--- src/rtl/spectrum_pkg.sv ---
// Shared constants and colour types for the spectrum bar renderer.
// Optional peak-hold display is enabled with the PEAK_HOLD_EN macro.
package spectrum_pkg;

    localparam int NBINS     = 40;
    localparam int MAG_W     = 9;
    localparam int H_ACTIVE  = 640;
    localparam int V_ACTIVE  = 480;
    localparam int BAR_SHIFT = 4;
    localparam int MAG_MAX   = 480;

    typedef struct packed {
        logic [3:0] r;
        logic [3:0] g;
        logic [3:0] b;
    } rgb_t;

    localparam rgb_t COL_BAR   = '{r: 4'h0, g: 4'hF, b: 4'h0};
    localparam rgb_t COL_BG    = '{r: 4'h0, g: 4'h0, b: 4'h2};
    localparam rgb_t COL_PEAK  = '{r: 4'hF, g: 4'hF, b: 4'hF};
    localparam rgb_t COL_BLANK = '{r: 4'h0, g: 4'h0, b: 4'h0};

endpackage

--- src/rtl/spectrum_bin_buffer.sv ---
// Double-buffered bin store with write handshake and frame swap.
// With PEAK_HOLD_EN a one-cycle pulse follows every swap.
module spectrum_bin_buffer
    import spectrum_pkg::*;
#(
    parameter int NBINS = spectrum_pkg::NBINS,
    parameter int MAG_W = spectrum_pkg::MAG_W
) (
    input  logic                        clk_i,
    input  logic                        rst_ni,
    input  logic                        swap_evt_i,
    input  logic                        bin_valid_i,
    output logic                        bin_ready_o,
    input  logic [5:0]                  bin_idx_i,
    input  logic [MAG_W-1:0]            bin_mag_i,
    input  logic                        bin_last_i,
    output logic                        frame_pending_o,
`ifdef PEAK_HOLD_EN
    output logic                        swapped_o,
`endif
    output logic [NBINS-1:0][MAG_W-1:0] front_o
);

    localparam logic [5:0]       NB6     = 6'(NBINS);
    localparam logic [MAG_W-1:0] MAG_CAP = MAG_W'(MAG_MAX);

    logic [1:0][NBINS-1:0][MAG_W-1:0] bank_q, bank_d;
    logic sel_q, sel_d;
    logic pend_q, pend_d;
    logic fire, swap;
    logic [MAG_W-1:0] mag_c;

    assign fire  = bin_valid_i & ~pend_q;
    assign swap  = swap_evt_i & pend_q;
    assign mag_c = (bin_mag_i > MAG_CAP) ? MAG_CAP : bin_mag_i;

    // sel_q names the bank being displayed; writes go to the other one
    always_comb begin
        bank_d = bank_q;
        sel_d  = sel_q;
        pend_d = pend_q;
        if (fire && (bin_idx_i < NB6)) begin
            bank_d[~sel_q][bin_idx_i] = mag_c;
        end
        if (fire && bin_last_i) begin
            pend_d = 1'b1;
        end
        if (swap) begin
            sel_d  = ~sel_q;
            pend_d = 1'b0;
        end
    end

    always_ff @(posedge clk_i) begin
        if (!rst_ni) begin
            bank_q <= '0;
            sel_q  <= 1'b0;
            pend_q <= 1'b0;
        end else begin
            bank_q <= bank_d;
            sel_q  <= sel_d;
            pend_q <= pend_d;
        end
    end

`ifdef PEAK_HOLD_EN
    logic swapped_q;

    always_ff @(posedge clk_i) begin
        if (!rst_ni) swapped_q <= 1'b0;
        else         swapped_q <= swap;
    end

    assign swapped_o = swapped_q;
`endif

    assign front_o         = bank_q[sel_q];
    assign bin_ready_o     = ~pend_q;
    assign frame_pending_o = pend_q;

endmodule

--- src/rtl/spectrum_renderer.sv ---
// VGA spectrum bar renderer: two-stage pixel pipeline over a swapped bin buffer.
// Define PEAK_HOLD_EN to add decaying per-bin peak markers.
module spectrum_renderer
    import spectrum_pkg::*;
#(
    parameter int NBINS = spectrum_pkg::NBINS,
    parameter int MAG_W = spectrum_pkg::MAG_W
) (
    input  logic             vgaclk,
    input  logic             rst_n,
    input  logic [9:0]       x_in,
    input  logic [9:0]       y_in,
    input  logic             hsync_in,
    input  logic             vsync_in,
    input  logic             bin_valid,
    output logic             bin_ready,
    input  logic [5:0]       bin_idx,
    input  logic [MAG_W-1:0] bin_mag,
    input  logic             bin_last,
    output logic             hsync_out,
    output logic             vsync_out,
    output logic [3:0]       red,
    output logic [3:0]       green,
    output logic [3:0]       blue,
    output logic             frame_pending
);

    localparam logic [5:0] NB6 = 6'(NBINS);
    localparam logic [9:0] HA  = 10'(H_ACTIVE);
    localparam logic [9:0] VA  = 10'(V_ACTIVE);

    logic [NBINS-1:0][MAG_W-1:0] front;
    logic swap_evt;
    logic [5:0] idx;

    assign swap_evt = (x_in == 10'd0) && (y_in == VA);
    assign idx      = x_in[9:BAR_SHIFT];

`ifdef PEAK_HOLD_EN
    logic swapped;
`endif

    spectrum_bin_buffer #(
        .NBINS(NBINS),
        .MAG_W(MAG_W)
    ) u_buf (
        .clk_i          (vgaclk),
        .rst_ni         (rst_n),
        .swap_evt_i     (swap_evt),
        .bin_valid_i    (bin_valid),
        .bin_ready_o    (bin_ready),
        .bin_idx_i      (bin_idx),
        .bin_mag_i      (bin_mag),
        .bin_last_i     (bin_last),
        .frame_pending_o(frame_pending),
`ifdef PEAK_HOLD_EN
        .swapped_o      (swapped),
`endif
        .front_o        (front)
    );

    logic [9:0]       x1_q, y1_q;
    logic             hs1_q, vs1_q, hs2_q, vs2_q;
    logic [MAG_W-1:0] mag1_d, mag1_q;
    rgb_t             rgb_d, rgb_q;
    logic [9:0]       h, mag_ext;
    logic             active, bar, peak_hit;

    assign mag1_d = (idx < NB6) ? front[idx] : '0;

`ifdef PEAK_HOLD_EN
    logic [NBINS-1:0][MAG_W-1:0] peak_q, peak_d;
    logic [MAG_W-1:0] peak1_d, peak1_q;
    logic [MAG_W-1:0] dec;

    // Peaks decay by one each swap and are refreshed the cycle after it
    always_comb begin
        peak_d = peak_q;
        dec    = '0;
        if (swapped) begin
            for (int i = 0; i < NBINS; i++) begin
                dec = (peak_q[i] == '0) ? '0 : peak_q[i] - 1'b1;
                peak_d[i] = (front[i] > dec) ? front[i] : dec;
            end
        end
    end

    assign peak1_d  = (idx < NB6) ? peak_q[idx] : '0;
    assign peak_hit = (10'(peak1_q) == h) && (peak1_q != '0);

    always_ff @(posedge vgaclk) begin
        if (!rst_n) begin
            peak_q  <= '0;
            peak1_q <= '0;
        end else begin
            peak_q  <= peak_d;
            peak1_q <= peak1_d;
        end
    end
`else
    assign peak_hit = 1'b0;
`endif

    assign h       = 10'd479 - y1_q;
    assign mag_ext = 10'(mag1_q);
    assign active  = (x1_q < HA) && (y1_q < VA);
    assign bar     = mag_ext > h;

    always_comb begin
        rgb_d = COL_BLANK;
        if (active) begin
            if (peak_hit) rgb_d = COL_PEAK;
            else if (bar) rgb_d = COL_BAR;
            else          rgb_d = COL_BG;
        end
    end

    always_ff @(posedge vgaclk) begin
        if (!rst_n) begin
            x1_q   <= '0;
            y1_q   <= '0;
            hs1_q  <= 1'b1;
            vs1_q  <= 1'b1;
            mag1_q <= '0;
            hs2_q  <= 1'b1;
            vs2_q  <= 1'b1;
            rgb_q  <= COL_BLANK;
        end else begin
            x1_q   <= x_in;
            y1_q   <= y_in;
            hs1_q  <= hsync_in;
            vs1_q  <= vsync_in;
            mag1_q <= mag1_d;
            hs2_q  <= hs1_q;
            vs2_q  <= vs1_q;
            rgb_q  <= rgb_d;
        end
    end

    assign hsync_out = hs2_q;
    assign vsync_out = vs2_q;
    assign red       = rgb_q.r;
    assign green     = rgb_q.g;
    assign blue      = rgb_q.b;

endmodule

--- config.mk ---
export PLATFORM = sky130hd
export DESIGN_NAME = spectrum_renderer
export DESIGN_NICKNAME = d
export VERILOG_FILES = /design/src/rtl/spectrum_pkg.sv /design/src/rtl/spectrum_bin_buffer.sv /design/src/rtl/spectrum_renderer.sv
export SDC_FILE = /design/constraint.sdc
export NUM_CORES = 2
export LEC_CHECK = 0
export ABC_CLOCK_PERIOD_IN_PS = 7000
export CAP_MARGIN = 15
export CORE_AREA = 3 3 255 257
export CTS_CLUSTER_SIZE = 10
export DETAILED_ROUTE_END_ITERATION = 8
export DIE_AREA = 0 0 258 260
export PLACE_DENSITY = 0.71
export SLEW_MARGIN = 25
export SYNTH_ARGS = -nofsm -noshare
export SYNTH_HDL_FRONTEND = slang
export SYNTH_HIERARCHICAL = 1
export SYNTH_SLANG_ARGS = --single-unit
--- constraint.sdc ---
create_clock -name vgaclk -period 7 [get_ports vgaclk]
set_clock_uncertainty 0.2 [all_clocks]
set_input_delay 1.4 -clock vgaclk [delete_from_list [all_inputs] [get_ports vgaclk]]
set_output_delay 1.4 -clock vgaclk [all_outputs]
set_load 0.05 [all_outputs]
==> flow_summary.ini <==
[timing]
fmax_mhz = 237.6
setup_viol = 0
post-route-period-util = 0.6013
rsz0062_at_grt = false
relSlewSlack = 0.2085
worst_slew_pin_slew_ps = 1185
fin_setup_tns_ps = 0
min_period_ps = 4209
final_hold_viol_count = 0
drv_slew = 0

[detailed_routing]
avgRoutedWirePerCell_um = 22.13
first_pass_iters = 5
ant_nets = 0
vias_per_cell = 5.870
initialDrtViolationCount = 1818
vias = 23250
drcViolationCount = 0
wl_um = 87630

[power_and_ir_drop]
combPwrFrac = 0.043
seq_power_share = 0.494
power.leakage_nw = 18.37
finalPower_mw = 8.698
power_density_nw_per_um2 = 232.7
pwr-share-clk = 0.463
p_sw_frac = 0.2247
internal_power_mw = 6.743
ir_worst_vdd_v = 0.0001920
switching_power_mw = 1.955

[worst_setup_path]
crit_fanout = 150
worst_setup_path_end_kind = flop
r2r_slack_ps = 2790
reg2reg_from = u_buf/sel_q
cp-start-kind = flop
rr_worst_depth = 7
worstPathArrival_ps = 4480
rr_endpoint = mag1_q[3]
criticalPathCategory = flop to flop
cp.required_ps = 7270

[hold_path]
hp-class = flop to flop
min_from = vs1_q
hold_end = vsync_out
worst_hold_path.num_cells = 1

[global_routing]
grt_pass1_wl_um = 137600
gr-total-overflow = 0
grt.total_usage = 0.2589
grt_max_degree = 242
grt_pass1_vias = 24420
antenna_found_initial = 1

[clock_network]
post_cts_buffers = 0
hold_buffers = 0
clk_path_buf_depth = 3
cts-root-buf = clkbuf_16
cts_num_sinks = 750
clk_pin_slew_worst_paths_ps = 50
htree_levels = 3
ctsResizeCount = 0
clock_latency_ps = 640
cts_tree = done
cts_made_buffers = 86

[job]
maxCapViolations = 0

[final_layout]
fin_nets = 3147
fillerInstances = 5075
final_layout_size_suffix_gt1_frac = 0.1978
areaGrowthSynthToFinish_pct = 8.586
n_antenna_cell = 0

[synthesis]
netlist_area_um2 = 34420
synth-edff-count = 0
ys_async_sr_fraction = 0
synth_cell_types = 49
ys_seq_elements = 750
ys.warnings.count = 6
syn-instance-count = 3263
avgSynthCellArea_um2 = 10.55
synth-main-ff-cell = dfxtp_1
ys_seq_area_frac = 0.4362

[placed_design]
place.gp.congestion = 0.8182
io_buffers = 49
dpl.hpwl_um = 52430

[floorplan]
coreArea_um2 = 62970
core.rowCount = 92
io_pins = 57
die_y_um = 260
design.die.area_um2 = 67080
start_util = 0.5466
die_w_um = 258

[run_status]
status = finished, final reports clean
-- critical path, cell delays in order, from the launching register on --
cell	delay [ps]
dfxtp_4	870
buf_12	550
mux2_2	450
mux4_2	460
mux2i_1	350
o32ai_1	170
nor3_1	440
o21ai_0	210
-- power groups by stage --
stage	sequential [mW]	combinational (mW)	clock (mW)
after floorplan	4.39	0.240	0
after global placement	4.38	0.354	0
after detailed placement	4.38	0.364	0
after CTS	4.29	0.365	4.09
after global routing	4.29	0.396	4.26
final	4.29	0.376	4.03
-- stage by stage --
stage | cell area [um^2] | util | worst slack, ps | hold slack [ps] | instances
6_report | 37370 | 0.5936 | 2791 | 205.3 | 3960
5_1_grt | 37370 | 0.5936 | 2763 | 213.0 | 3960
4_1_cts | 37280 | 0.5921 | 2922 | 209.8 | 3958
3_5_place_dp | 34870 | 0.5539 | 2447 | 197.0 | 3852
3_3_place_gp | 34840 | 0.5533 | 2472 | 194.6 | 3851
2_1_floorplan | 34440 | - | 3829 | 186.3 | 3269
-- layout by cell type, fill, tap and decap left out, drive strengths merged, types with 3 or more instances in the layout --
| cell type | count |
|---|---|
| ha | 10 |
| and3b | 3 |
| nor3 | 5 |
| a21oi | 13 |
| conb | 7 |
| mux2i | 749 |
| inv | 7 |
| mux2 | 367 |
| o221ai | 4 |
| o22a | 4 |
| clkbuf | 102 |
| nor2 | 15 |
| xnor2 | 3 |
| nand3 | 94 |
| o21ai | 11 |
| nor3b | 6 |
| nand2b | 5 |
| nand4 | 4 |
| and2 | 15 |
| buf | 36 |
| a22oi | 3 |
| dfxtp | 750 |
| nor2b | 5 |
| clkdlybuf4s50 | 44 |
| mux4 | 91 |
| nand2 | 736 |
| nor4bb | 3 |
-- Yosys cell counts (all sizes together), types with 2 or more instances --
library cell | n | share of area
a211o | 2 | 0.00051
a21oi | 13 | 0.0019
a22oi | 3 | 0.00065
a31oi | 2 | 0.00036
and2 | 15 | 0.0027
and3b | 3 | 0.00076
buf | 158 | 0.025
clkbuf | 183 | 0.020
dfxtp | 750 | 0.44
ha | 10 | 0.0036
inv | 5 | 0.00055
mux2 | 367 | 0.12
mux2i | 749 | 0.22
mux4 | 91 | 0.060
nand2 | 736 | 0.080
nand2b | 5 | 0.00091
nand3 | 94 | 0.014
nand3b | 2 | 0.00044
nand4 | 4 | 0.00073
nor2 | 15 | 0.0016
nor2b | 5 | 0.00091
nor3 | 5 | 0.00087
nor3b | 6 | 0.0017
nor4 | 2 | 0.00036
nor4bb | 3 | 0.00087
o21ai | 11 | 0.0016
o221ai | 4 | 0.0010
o22a | 4 | 0.0010
xnor2 | 3 | 0.00076
-- flip-flops by register name, summed over array words and instances (netlist names) --
name,cells
mag1_q,9
vs1_q,1
hsync_out,1
x1_q,3
u_buf/sel_q,1
y1_q,10
u_buf/frame_pending_o,1
blue,1
green,1
vsync_out,1
hs1_q,1
u_buf/bank_q,720
-- worst max path at each step --
stage | cells after the start | slack, ps | endpoint | start
final | 7 | 2790 | mag1_q[3] | u_buf/sel_q
after CTS | 7 | 2920 | mag1_q[3] | u_buf/sel_q
after detailed placement | 4 | 2450 | u_buf/bank_q[555] | bin_idx[4]
after global routing | 7 | 2760 | mag1_q[3] | u_buf/sel_q
after floorplan | 7 | 3830 | mag1_q[1] | x_in[4]
after global placement | 7 | 2470 | mag1_q[3] | x_in[4]
-- cell type report --
class	count	area [um^2]	area share
multi-input combinational	2173	18040	0.4827
tap	846	1059	0.02832
clock buffer	102	2347	0.06281
clock inverter	4	63.81	0.001707
timing repair buffer	80	827.0	0.02213
inverter	5	18.77	0.0005022
sequential	750	15020	0.4018
-- metal layers --
layer | track usage | vias to the layer above | wire, um
li1 | - | 10840 | -
met1 | 0.3468 | 11570 | 39100
met2 | 0.4252 | 654 | 40900
met3 | 0.04372 | 182 | 4810
met4 | 0.08941 | 2 | 2808
met5 | 0 | - | 13
-- logic make-up (layout without fill, tap and decap cells) --
| group | count (synthesis) | after routing | share of synthesized area |
|---|---|---|---|
| compound gates | 43 | 43 | 0.007998 |
| simple gates | 902 | 902 | 0.1081 |
| flops | 750 | 750 | 0.4362 |
| buf+inv | 346 | 191 | 0.04548 |
| mux | 1207 | 1207 | 0.3974 |
| xor+xnor | 4 | 4 | 0.001018 |
| other cells | 1 | 7 | 0.0001090 |
| fa+ha+maj | 10 | 10 | 0.003635 |
(Power assumes the default switching activity.)
